### src/rtl/prog_loader.sv
// prog_loader: byte-serial program loader for a 16-bit instruction memory.
// Assembles big-endian byte pairs into instruction words, writes them at
// even byte addresses starting from 0, and holds the CPU until the load
// finishes (halt word 16'hFFFF written, or MAX_WORDS words written).
//
// Ports
//   clock       in   single clock, rising edge
//   reset       in   synchronous active-high reset
//   start       in   one-cycle pulse, begins a load (honoured in IDLE/DONE)
//   in_valid    in   in_byte carries a valid program byte
//   in_byte     in   program byte, high byte of each instruction first
//   in_ready    out  loader accepts in_byte this cycle
//   mem_we      out  instruction-memory write strobe
//   mem_addr    out  instruction-memory byte address (even)
//   mem_wdata   out  instruction word to write
//   cpu_hold    out  keeps the CPU parked at PC 0 while high
//   done        out  load complete
//   word_count  out  words written in the current or last load
//
// state | meaning
// IDLE  | after reset, waiting for start, CPU held
// HI    | waiting for the high byte of the next word
// LO    | waiting for the low byte of the next word
// WRITE | one-cycle memory write of the assembled word
// DONE  | load finished, CPU released, start reloads
module prog_loader #(
   parameter int MAX_WORDS = 32
) (
   input  logic        clock,
   input  logic        reset,
   input  logic        start,
   input  logic        in_valid,
   input  logic [7:0]  in_byte,
   output logic        in_ready,
   output logic        mem_we,
   output logic [15:0] mem_addr,
   output logic [15:0] mem_wdata,
   output logic        cpu_hold,
   output logic        done,
   output logic [15:0] word_count
);

   localparam logic [2:0] IDLE  = 3'd0;
   localparam logic [2:0] HI    = 3'd1;
   localparam logic [2:0] LO    = 3'd2;
   localparam logic [2:0] WRITE = 3'd3;
   localparam logic [2:0] DONE  = 3'd4;

   localparam logic [15:0] MAX_W   = 16'(MAX_WORDS);
   localparam logic [15:0] HALT_W  = 16'hFFFF;

   logic [2:0]  state_q, state_d;
   logic [15:0] addr_q,  addr_d;
   logic [15:0] wdata_q, wdata_d;
   logic [15:0] count_q, count_d;
   logic [15:0] count_inc;

   assign count_inc = count_q + 16'd1;

   always_comb begin
      state_d = state_q;
      addr_d  = addr_q;
      wdata_d = wdata_q;
      count_d = count_q;
      case (state_q)
         IDLE, DONE: begin
            if (start) begin
               state_d = HI;
               addr_d  = 16'd0;
               count_d = 16'd0;
            end
         end
         HI: begin
            if (in_valid) begin
               wdata_d[15:8] = in_byte;
               state_d       = LO;
            end
         end
         LO: begin
            if (in_valid) begin
               wdata_d[7:0] = in_byte;
               state_d      = WRITE;
            end
         end
         WRITE: begin
            // The halt word is written and counted before stopping.
            addr_d  = addr_q + 16'd2;
            count_d = count_inc;
            if ((wdata_q == HALT_W) || (count_inc == MAX_W)) begin
               state_d = DONE;
            end else begin
               state_d = HI;
            end
         end
         default: state_d = IDLE;
      endcase
   end

   always_ff @(posedge clock) begin
      if (reset) begin
         state_q <= IDLE;
         addr_q  <= 16'd0;
         wdata_q <= 16'd0;
         count_q <= 16'd0;
      end else begin
         state_q <= state_d;
         addr_q  <= addr_d;
         wdata_q <= wdata_d;
         count_q <= count_d;
      end
   end

   assign in_ready   = (state_q == HI) || (state_q == LO);
   assign mem_we     = (state_q == WRITE);
   assign mem_addr   = addr_q;
   assign mem_wdata  = wdata_q;
   assign cpu_hold   = (state_q != DONE);
   assign done       = (state_q == DONE);
   assign word_count = count_q;

endmodule

### config.mk
export PLATFORM = sky130hd
export DESIGN_NAME = prog_loader
export DESIGN_NICKNAME = d
export VERILOG_FILES = /design/src/rtl/prog_loader.sv
export SDC_FILE = /design/constraint.sdc
export NUM_CORES = 1
export LEC_CHECK = 0
export ABC_AREA = 1
export BUFFER_PORTS_ARGS = -buffer_cell sky130_fd_sc_hd__buf_2
export CAP_MARGIN = 20
export CORE_MARGIN = 4
export CORE_UTILIZATION = 57
export DETAILED_ROUTE_END_ITERATION = 12
export GPL_TIMING_DRIVEN = 1
export PLACE_DENSITY = 0.82
export SYNTH_ARGS = -nofsm -noshare
export SYNTH_HDL_FRONTEND = slang
export SYNTH_SLANG_ARGS = --single-unit
### constraint.sdc
create_clock -name clock -period 4.7 [get_ports clock]
set_input_delay 0 -clock clock [delete_from_list [all_inputs] [get_ports clock]]
set_output_delay 0 -clock clock [all_outputs]
set_load 0.05 [all_outputs]
==> summary.txt, run 1 <==
Run status
  – Status: completed

Synth
  – Count of flip-flops with a built-in enable after synthesis: 0
  – Mean Syn Cell Area: 6.74 sq um
  – Synthesized area: 2600 sq um
  – Share of the synthesized area in the top cell type: 38.5%
  – Yosys top cell by area: dfxtp_1
  – Synth top cells by count: 100 x nand2_1, 56 x nor2_1, 50 x dfxtp_1
  – Post-Syn Instances: 386
  – Synth Warn #: 0
  – Syn_nets: 401
  – Number of synthesized register bits: 50
  – Count leader, synth: nand2_1
  – Synth unique cells: 34
  – Async SR Flop Fraction: 0%
  – Register area share after synthesis: 38.5%
  – Top FF cell, synth: dfxtp_1
  – Largest cells by area after synthesis: dfxtp_1 38%, nand2_1 14%, nor2_1 8.1%, inv_1 6.1%, o21ai_0 5.0%

Detailed routing
  – Vias: 2,741
  – ANT nets after route: 0
  – DRC: 0
  – Vias/cell: 5.41
  – DRT Wirelength: between 6000 and 7000 microns
  – DR pass1 iterations: 4
  – Routed len/inst: between 10 and 15 microns
  – DRT iter0 DRCs: 223

Finish
  – Area growth syn-to-layout: 20.0%
  – Finished Layout Cells: 507
  – Nets@finish: between 400 and 500
  – Post-layout util: 71.2%
  – Fillers: 379
  – Sequential cell area: 1000 sq um
  – Layout cell share with drive strength beyond 1: approximately a fifth
  – Antenna diodes: 0
  – Multi-input gate area: roughly 1400 sq um

Setup path
  – Setup CP Type: register to register
  – Critical path's largest stage delay: a little under 0.5 ns
  – Worst reg2reg startpoint: word_count[0]
  – Critical-path top delay cell: dfxtp_1
  – Worst Setup End Kind: register
  – Internal reg-to-reg setup slack: 2.77 ns
  – Crit-path cells: ha_1 > nand3_2 > nor2_4 > nand2_1 > nand2_1 > nand2_1 > nor3_2 > nand3_2 > nand3_1 > nand2_1 > nand2_1 > a21oi_2
  – R2R depth: 12
  – Startpoint types: register
  – Most used cell, CP: nand2_1
  – CP Data Arrival Time: ~2.1 ns
  – R2R Path End: state_q[0]
  – CP max FO: 9
  – Critical Path RT: 4.88 ns

CTS
  – TritonCTS clock tree: built
  – Htree depth: 2
  – CTS Sinks: 50
  – Worst-skew pair later-pin latency: ~0.31 ns
  – Clock Pin Slew Worst Setup and Hold Paths: 0.09 ns
  – Buffer levels on the longest clock path: 2
  – Total CTS buffers: 5
  – Postcts setup bufs: 0
  – CTS Root Cell: clkbuf_8

GRT
  – Vias in the first global route: 2,466
  – Largest net degree at the start of global routing: 31
  – Antenna violations before repair: 0
  – Total GRT Usage: 24.9%
  – First-pass GRT wire length: 11,100 microns
  – GRT overflow: 0

Timing
  – Total Neg Setup Slack: 0 ns
  – Final Critical Period: 1.93 ns
  – Setup Skew: slightly above 0.007 ns
  – RSZ-0062 raised after global routing: false
  – Final hold violations: 0
  – Fmax: 0.518 GHz
  – Slew @ Worst Pin: 0.572 ns
  – Final setup vio count: 0
  – Hold_ws: 0.131 ns
  – Slew margin rel.: 61.9%
  – Final Cycle Share: 41.1%
  – Max-slew violation count: 0

Placed design
  – Placer Congestion: roughly 0.93
  – Post-DP HPWL: roughly 4800 microns
  – # port buffers: 62
  – DP Cell Count: 490

Pwr
  – LEAKAGE: 1.33 nW
  – Total power: 1.08 mW
  – P per Cell Area: 345 nW/um^2
  – VDD IR max: 0.265 mV

Die
  – Die Area: 5710 sq um
  – DIE WIDTH: about 76 microns
  – Height of the die: 75.6 microns
  – # IOs: 64
  – Core ar.: 4380 sq um
  – Rows: 24
  – Initial Util: 59.3%

Hold path
  – Hold Crit Start: start
  – Hold WC Path Type: primary input to register
  – Worst hold stages: 4
  – WHS Endpoint: state_q[2]

Flow run
  – Maximum Capacitance Violations: 0
[repair_timing]
| item | CTS | global route |
|---|---|---|
| gates resized for setup | 0 | 0 |
| hold buffers | 9 | 0 |
| endpoints found under the hold margin | 17 | 0 |
[where the power goes]
part	total, mW	internal [mW]	switching, mW
Combinational	0.305	0.0665	0.238
Clock	0.294	0.149	0.145
Sequential	0.480	0.454	0.0255
[worst max-delay path: cells and delay by family, from the launching register on]
| family | cells | cell delay (ns) |
|---|---|---|
| simple gates | 10 | 1.01 |
| flops | 1 | 0.49 |
| fa+ha+maj | 1 | 0.26 |
| compound gates | 1 | 0.05 |
[routing by layer]
| layer | routed length, microns | GRT usage [%] |
|---|---|---|
| met5 | 0 | 0 |
| met1 | 3030 | 34.0 |
| met4 | 73 | 7.77 |
| met3 | 451 | 4.49 |
| met2 | 3140 | 39.9 |
[state kept, by name, summed over array words and instances, names as in the netlist]
register	count
mem_wdata	16
word_count	16
mem_addr	15
state_q	3
[cell families after synthesis]
group                      after synthesis  synth area share, %
other                                    1                0.144
buffers and inverters                   55                 8.75
adders and majority gates                3                 1.44
DFF                                     50                 38.5
and+or+nand+nor                        209                 36.1
AOI/OAI and AO/OA                       67                 14.8
xor gates and xnor gates                 1                0.337
[through the flow]
| step | worst slack [ns] | instance area [sq um] |
|---|---|---|
| 2_1_floorplan | 2.58 | 2600 |
| 3_3_place_gp | 2.87 | 2920 |
| 3_5_place_dp | 2.79 | 2920 |
| 4_1_cts | 2.77 | 3120 |
| 5_1_grt | 2.56 | 3120 |
| 6_report | 2.77 | 3120 |
[worst max path at each step]
stage                        startpoint    endpoint
after floorplan           word_count[0]  state_q[0]
after global placement    word_count[0]  state_q[0]
after detailed placement  word_count[0]  state_q[0]
after CTS                 word_count[0]  state_q[0]
after global routing      word_count[0]  state_q[0]
final                     word_count[0]  state_q[0]
[layout by cell type (no fill, tap or decap), types with 6 or more instances in the layout]
master	instances
clkbuf_8	8
dlygate4sd3_1	9
nand2_1	100
nand3_1	19
nand4_1	12
a21oi_1	24
nor2_1	56
inv_1	42
dfxtp_1	50
o21ai_0	26
buf_2	62
a221oi_1	6
[final cells by class]
type	count	area share, %
Clock buffer	8	3.53
Multi-Input combinational cell	281	44.0
Sequential cell	50	32.1
Tap cell	52	2.08
Timing Repair Buffer	72	13.1
Inverter	44	5.29
No activity file was read; power rests on OpenSTA's default activity.
==> run 2: changes to the inputs <==
Settings changed: CORE_UTILIZATION 57 to 48, PLACE_DENSITY 0.82 to 0.74.
Clock period 4.7 ns to 1.6 ns, I/O delays scaled along.
==> run 2 against run 1 <==
Against the previous run:
- the run now ends with negative setup slack left
- highest routed layer unchanged
- worst setup slack got worse by 2.8 ns
- maximum frequency up 18%
- sequential share of layout area down 2.2 points
==> summary.txt, run 2 (same netlist as run 1, synthesis figures left out) <==
Finish
  – Commonest non-fill, non-tap cell in the layout: nand2_1 (unchanged)
  – Area growth syn-to-layout: 36.4% (was 20.0%)
  – Nets@finish: 494 (was 469)
  – Most frequent cells in the layout: 91 x nand2_1, 61 x buf_2, 52 x nor2_1, 40 x inv_1, 26 x dfxtp_1 (was 100 x nand2_1, 62 x buf_2, 56 x nor2_1, 50 x dfxtp_1, 42 x inv_1)
  – Layout cell share with drive strength beyond 1: 34.0% (was 20.4%)
  – Antenna diodes: 0 (unchanged)
  – Finished Layout Cells: 550 (was 507)

CTS
  – TritonCTS clock tree: built (unchanged)
  – Total CTS buffers: 5 (unchanged)
  – Buffer levels on the longest clock path: 2 (unchanged)
  – CTS Root Cell: clkbuf_8 (unchanged)
  – CTS Sinks: 50 (unchanged)
  – Clock Pin Slew Worst Setup and Hold Paths: 0.10 ns (was 0.09 ns)
  – Htree depth: 2 (unchanged)
  – Worst-skew pair later-pin latency: 0.31 ns (about the same)

Die
  – # IOs: 64 (unchanged)
  – Rows: 26 (was 24)
  – Core ar.: 5170 sq um (was 4380 sq um)
  – Die Area: 6660 sq um (was 5710 sq um)
  – Initial Util: 50.3% (was 59.3%)
  – DIE WIDTH: 81.6 microns (was 75.6 microns)
  – Height of the die: 81.6 microns (was 75.6 microns)

Timing
  – Setup Skew: 0.0111 ns (was 0.00716 ns)
  – Slew margin rel.: 65.9% (was 61.9%)
  – Final Cycle Share: 103% (was 41.1%)
  – Final setup vio count: 2 (was 0)
  – Final hold violations: 0 (unchanged)
  – Slew @ Worst Pin: 0.511 ns (was 0.572 ns)
  – Max-slew violation count: 0 (unchanged)
  – Hold_ws: 0.00566 ns (was 0.131 ns)
  – Post-route worst setup slack: -0.0433 ns (was 2.77 ns)
  – Fmax: 0.609 GHz (was 0.518 GHz)
  – Final Critical Period: 1.64 ns (was 1.93 ns)
  – RSZ-0062 raised after global routing: true (was false)

Pwr
  – VDD IR max: 0.823 mV (was 0.265 mV)
  – P per Cell Area: 921 nW/um^2 (was 345 nW/um^2)
  – LEAKAGE: 1.53 nW (was 1.33 nW)

Detailed routing
  – DRT iter0 DRCs: 117 (was 223)
  – Vias: 2,795 (was 2,741)
  – DR pass1 iterations: 4 (unchanged)
  – DRT Wirelength: 7010 microns (was 6700 microns)
  – Vias/cell: 5.08 (was 5.41)
  – ANT nets after route: 0 (unchanged)
  – Routed len/inst: 12.7 microns (was 13.2 microns)
  – DRC: 0 (unchanged)

GRT
  – Total GRT Usage: 22.2% (was 24.9%)
  – Antenna violations before repair: 0 (unchanged)
  – First-pass GRT wire length: 11,700 microns (was 11,100 microns)
  – GRT overflow: 0 (unchanged)
  – Largest net degree at the start of global routing: 30 (was 31)
  – Vias in the first global route: 2,708 (was 2,466)

Placed design
  – # port buffers: 62 (unchanged)
  – DP Cell Count: 526 (was 490)
  – Place WS: -0.0449 ns (was 2.79 ns)
  – Post-DP HPWL: 4980 microns (was 4770 microns)
  – Placer Congestion: 0.847 (was 0.933)

Flow run
  – Maximum Capacitance Violations: 0 (unchanged)

Setup path
  – CP max FO: 5 (was 9)
  – Startpoint types: register (unchanged)
  – CP Data Arrival Time: 1.83 ns (was 2.11 ns)
  – Worst reg2reg startpoint: word_count[0] (unchanged)
  – Setup CP Type: register to register (unchanged)
  – Critical Path RT: 1.79 ns (was 4.88 ns)
  – Worst Setup End Kind: register (unchanged)
  – Crit. Startpoint: word_count[0] (unchanged)

Run status
  – Failing checks: negative setup slack
  – Status: finished with violations (was completed)

Hold path
  – Hold WC Path Type: primary input to register (unchanged)
  – Hold Crit Start: in_valid (was start)
run 2: changes by cell type in the layout (fill, tap and decap cells not counted), moves of 3 or more:
cell | previous run | this run
dfxtp_2 | 0 | 12
nor2_4 | 2 | 6
dfxtp_4 | 0 | 12
buf_4 | 1 | 25
dfxtp_1 | 50 | 26
clkbuf_8 | 8 | 5
nand2_2 | 3 | 12
nor2_1 | 56 | 52
nand2_1 | 100 | 91
run 2: metrics by stage:
| stage | area, sq um | TNS (ns) | power, mW | utilization (%) |
|---|---|---|---|---|
| 2_1_floorplan | 2690 | -0.0541 | 2.11 | - |
| 3_3_place_gp | 3160 | 0 | 2.36 | 61.2 |
| 3_5_place_dp | 3160 | -0.0471 | 2.36 | 61.2 |
| 4_1_cts | 3400 | 0 | 3.24 | 65.7 |
| 5_1_grt | 3550 | -0.615 | 3.44 | 68.6 |
| 6_report | 3550 | -0.0485 | 3.27 | 68.6 |
run 2: cell type report:
cell class | instances | area [sq um]
multi-input cells | 281 | 1500
flip-flops and latches | 50 | 1060
well taps | 70 | 87.6
clock inverters | 2 | 13.8
clock buffers | 6 | 93.8
repair buffers | 97 | 616
fillers | 437 | 1630
inverters | 44 | 173
run 2: path summary, 6_finish.rpt:
path	end	cells after the start	slack [ns]
worst max-delay path	state_q[0]	12	-0.04
worst min-delay path	state_q[1]	4	0.006
worst max register to register	state_q[0]	12	-0.04
worst min register to register	mem_addr[15]	1	0.47
run 2: power breakdown:
group	total, mW	switching, mW	internal, mW
registers	1.39	0.0722	1.32
logic	1.03	0.760	0.274
clock network	0.843	0.439	0.404
total	3.27	1.27	2.00
run 2: repair_timing:
| item | 4_1_cts | 5_1_grt |
|---|---|---|
| endpoints found under the setup margin | 4 | 21 |
| resized for setup | 9 | 29 |
| pin swaps | 2 | 16 |
| endpoints found under the hold margin | 16 | 0 |
| hold buffers | 8 | 0 |
| setup buffers | 3 | 5 |
run 2: metal layers:
layer  wire length (microns)  GRT usage (%)  vias up
li1                        -              -     1447
met2                    3490           39.3       64
met1                    3070           26.2     1272
met5                       0              0        -
met3                     304           3.73       12
met4                     145           9.63        0
run 2: worst max-delay path: stages (launching register included):
cell and delay (ns):
dfxtp_4 0.38, ha_4 0.16, nand3_4 0.09, nor2_4 0.17, nand4_1 0.12, nand2_1 0.09, nand2_1 0.05, nor2_2 0.12
nand3_2 0.11, nand3_2 0.08, nand2_2 0.05, nand2_2 0.07, a21oi_2 0.04
==> run 3: changes to the inputs <==
Settings changed: CORE_UTILIZATION 48 to 50, CTS_BUF_LIST from default to sky130_fd_sc_hd__clkbuf_8, PLACE_DENSITY 0.74 to 0.77, TNS_END_PERCENT from default to 50.
Clock period 1.6 ns to 1.4 ns, I/O delays scaled along.
==> run 3 against run 2 <==
Against the previous run:
- the run still ends with negative setup slack left
- routed wire length grew 22%
- worst setup slack lost 0.17 ns
- first-iteration DRC count up 15%
==> summary.txt, run 3 (same netlist as run 1, synthesis figures left out) <==
CTS
  – Htree depth: 2 (unchanged)
  – Buffer levels on the longest clock path: 2 (unchanged)
  – Worst-skew pair later-pin latency: 0.31 ns (about the same)
  – TritonCTS clock tree: built (unchanged)
  – CTS Sinks: 50 (unchanged)
  – Total CTS buffers: 5 (unchanged)
  – CTS Root Cell: clkbuf_8 (unchanged)
  – Clock Pin Slew Worst Setup and Hold Paths: 0.09 ns (was 0.10 ns)

Finish
  – Fillers: 321 (was 437)
  – Nets@finish: 535 (was 494)
  – Layout cell share with drive strength beyond 1: 43.0% (was 34.0%)
  – Antenna diodes: 0 (unchanged)
  – Commonest non-fill, non-tap cell in the layout: nand2_1 (unchanged)
  – Area growth syn-to-layout: 53.2% (was 36.4%)
  – Most frequent cells in the layout: 91 x nand2_1, 63 x buf_4, 58 x buf_2, 47 x nor2_1, 34 x inv_1 (was 91 x nand2_1, 61 x buf_2, 52 x nor2_1, 40 x inv_1, 26 x dfxtp_1)

Detailed routing
  – DR top layer: met4 (unchanged)
  – Met3 routed WL: 502 microns (was 304 microns)
  – DRT iter0 DRCs: 135 (was 117)
  – DR pass1 iterations: 6 (was 4)
  – Routed len/inst: 14.6 microns (was 12.7 microns)
  – Vias/cell: 5.39 (was 5.08)
  – Metal-1 WL: 3460 microns (was 3070 microns)
  – Wire length on met2: 4320 microns (was 3490 microns)
  – DRT Wirelength: 8580 microns (was 7010 microns)
  – DRC: 0 (unchanged)
  – Vias: 3,170 (was 2,795)
  – ANT nets after route: 0 (unchanged)

Pwr
  – VDD IR max: 1.32 mV (was 0.823 mV)
  – P per Cell Area: 1050 nW/um^2 (was 921 nW/um^2)
  – LEAKAGE: 1.75 nW (was 1.53 nW)

Timing
  – Final hold violations: 0 (unchanged)
  – Max-slew violation count: 0 (unchanged)
  – Fmax: 0.619 GHz (was 0.609 GHz)
  – Post-route worst setup slack: -0.215 ns (was -0.0433 ns)
  – Hold_ws: 0.0916 ns (was 0.00566 ns)
  – RSZ-0062 raised after global routing: true (unchanged)
  – Final Critical Period: 1.62 ns (was 1.64 ns)
  – Final Cycle Share: 115% (was 103%)
  – Setup Skew: 0.00619 ns (was 0.0111 ns)
  – Final setup vio count: 11 (was 2)
  – Total Neg Setup Slack: -0.920 ns (was -0.0485 ns)

Setup path
  – WP buf/inv: 0 (unchanged)
  – Setup CP Type: register to register (unchanged)
  – Critical Path RT: 1.59 ns (was 1.79 ns)
  – Crit-path cells: ha_4 > nand3_4 > nor2_4 > nand4_1 > nand2_1 > nand2_1 > nor2_1 > nand3_2 > nand3_1 > nand2_1 > nand2_1 > a21oi_2 (was ha_4 > nand3_4 > nor2_4 > nand4_1 > nand2_1 > nand2_1 > nor2_2 > nand3_2 > nand3_2 > nand2_2 > nand2_2 > a21oi_2)
  – CP Data Arrival Time: 1.81 ns (was 1.83 ns)
  – Startpoint types: register (unchanged)
  – Family with the most delay on the worst path: simple AND/OR/NAND/NOR gates (unchanged)
  – Critical-path top delay cell: dfxtp_4 (unchanged)
  – Critical path's largest stage delay: 0.39 ns (was 0.38 ns)
  – Most used cell, CP: nand2_1
  – Worst Setup End Kind: register (unchanged)
  – CP max FO: 5 (unchanged)

Hold path
  – Hold WC Path Type: primary input to register (unchanged)

Die
  – Height of the die: 80.1 microns (was 81.6 microns)
  – # IOs: 64 (unchanged)
  – Rows: 25 (was 26)
  – Core ar.: 4880 sq um (was 5170 sq um)
  – Die Area: 6420 sq um (was 6660 sq um)
  – DIE WIDTH: 80.1 microns (was 81.6 microns)
  – Initial Util: 53.3% (was 50.3%)

GRT
  – First-pass GRT wire length: 13,200 microns (was 11,700 microns)
  – Total GRT Usage: 25.7% (was 22.2%)
  – Vias in the first global route: 3,011 (was 2,708)
  – GRT overflow: 0 (unchanged)
  – Antenna violations before repair: 0 (unchanged)
  – Largest net degree at the start of global routing: 30 (unchanged)

Run status
  – Status: finished with violations (unchanged)
  – Failing checks: negative setup slack (unchanged)

Placed design
  – # port buffers: 62 (unchanged)
  – Placer Congestion: 0.987 (was 0.847)
  – Post-DP HPWL: 5530 microns (was 4980 microns)

Flow run
  – Maximum Capacitance Violations: 0 (unchanged)
-- run 3: worst min-delay path: cells and delay by family --
kind	cells	cell delay, ns
and+or+nand+nor	1	0.11
AOI/OAI and AO/OA	1	0.06
buffers and inverters	2	0.20
-- run 3: metrics by stage --
stage / utilization [%] / cells / instance area [sq um] / setup slack, ns / power, mW
finish: 81.6 / 588 / 3980 / -0.215 / 4.17
global route: 81.6 / 588 / 3980 / -0.361 / 4.35
CTS: 78.4 / 583 / 3820 / -0.205 / 4.03
detailed placement: 72.0 / 564 / 3510 / -0.219 / 2.84
global placement: 72.0 / 564 / 3510 / -0.158 / 2.81
floorplan: - / 386 / 2730 / -0.240 / 2.40
-- run 3: timing repair --
action,CTS,global route
setup endpoints to repair,49,47
endpoints found under the hold margin,16,0
pin swaps,4,9
buffers inserted,1,5
hold buffers,8,0
cloned,2,0
gates resized for setup,35,36
-- run 3: worst paths after layout --
check                start      endpoint  slack [ns]  cells after the start
max          word_count[1]    state_q[0]       -0.22                     12
min reg2reg   mem_addr[15]  mem_addr[15]        0.49                      1
max reg2reg  word_count[1]    state_q[0]       -0.22                     12
min               in_valid    state_q[1]        0.09                      4
-- run 3: layout make-up --
type	count	area, sq um	area share, %
clock buffers	5	68.8	1.73
repair inverters	1	3.75	0.0942
multi-input cells	281	1590	39.9
inverters	44	175	4.40
repair buffers	137	941	23.6
clock inverters	3	42.5	1.07
well taps	67	83.8	2.10
flip-flops and latches	50	1080	27.1
-- run 3: power by group --
group	internal (mW)	switching (mW)
Clock	0.535	0.505
Sequential	1.50	0.0854
Combinational	0.512	1.03
-- run 3: routing by layer --
metal / vias up / GRT usage [%]
li1: 1529 / -
met1: 1458 / 29.7
met2: 151 / 47.0
met3: 32 / 4.48
met4: 0 / 9.29
met5: - / 0
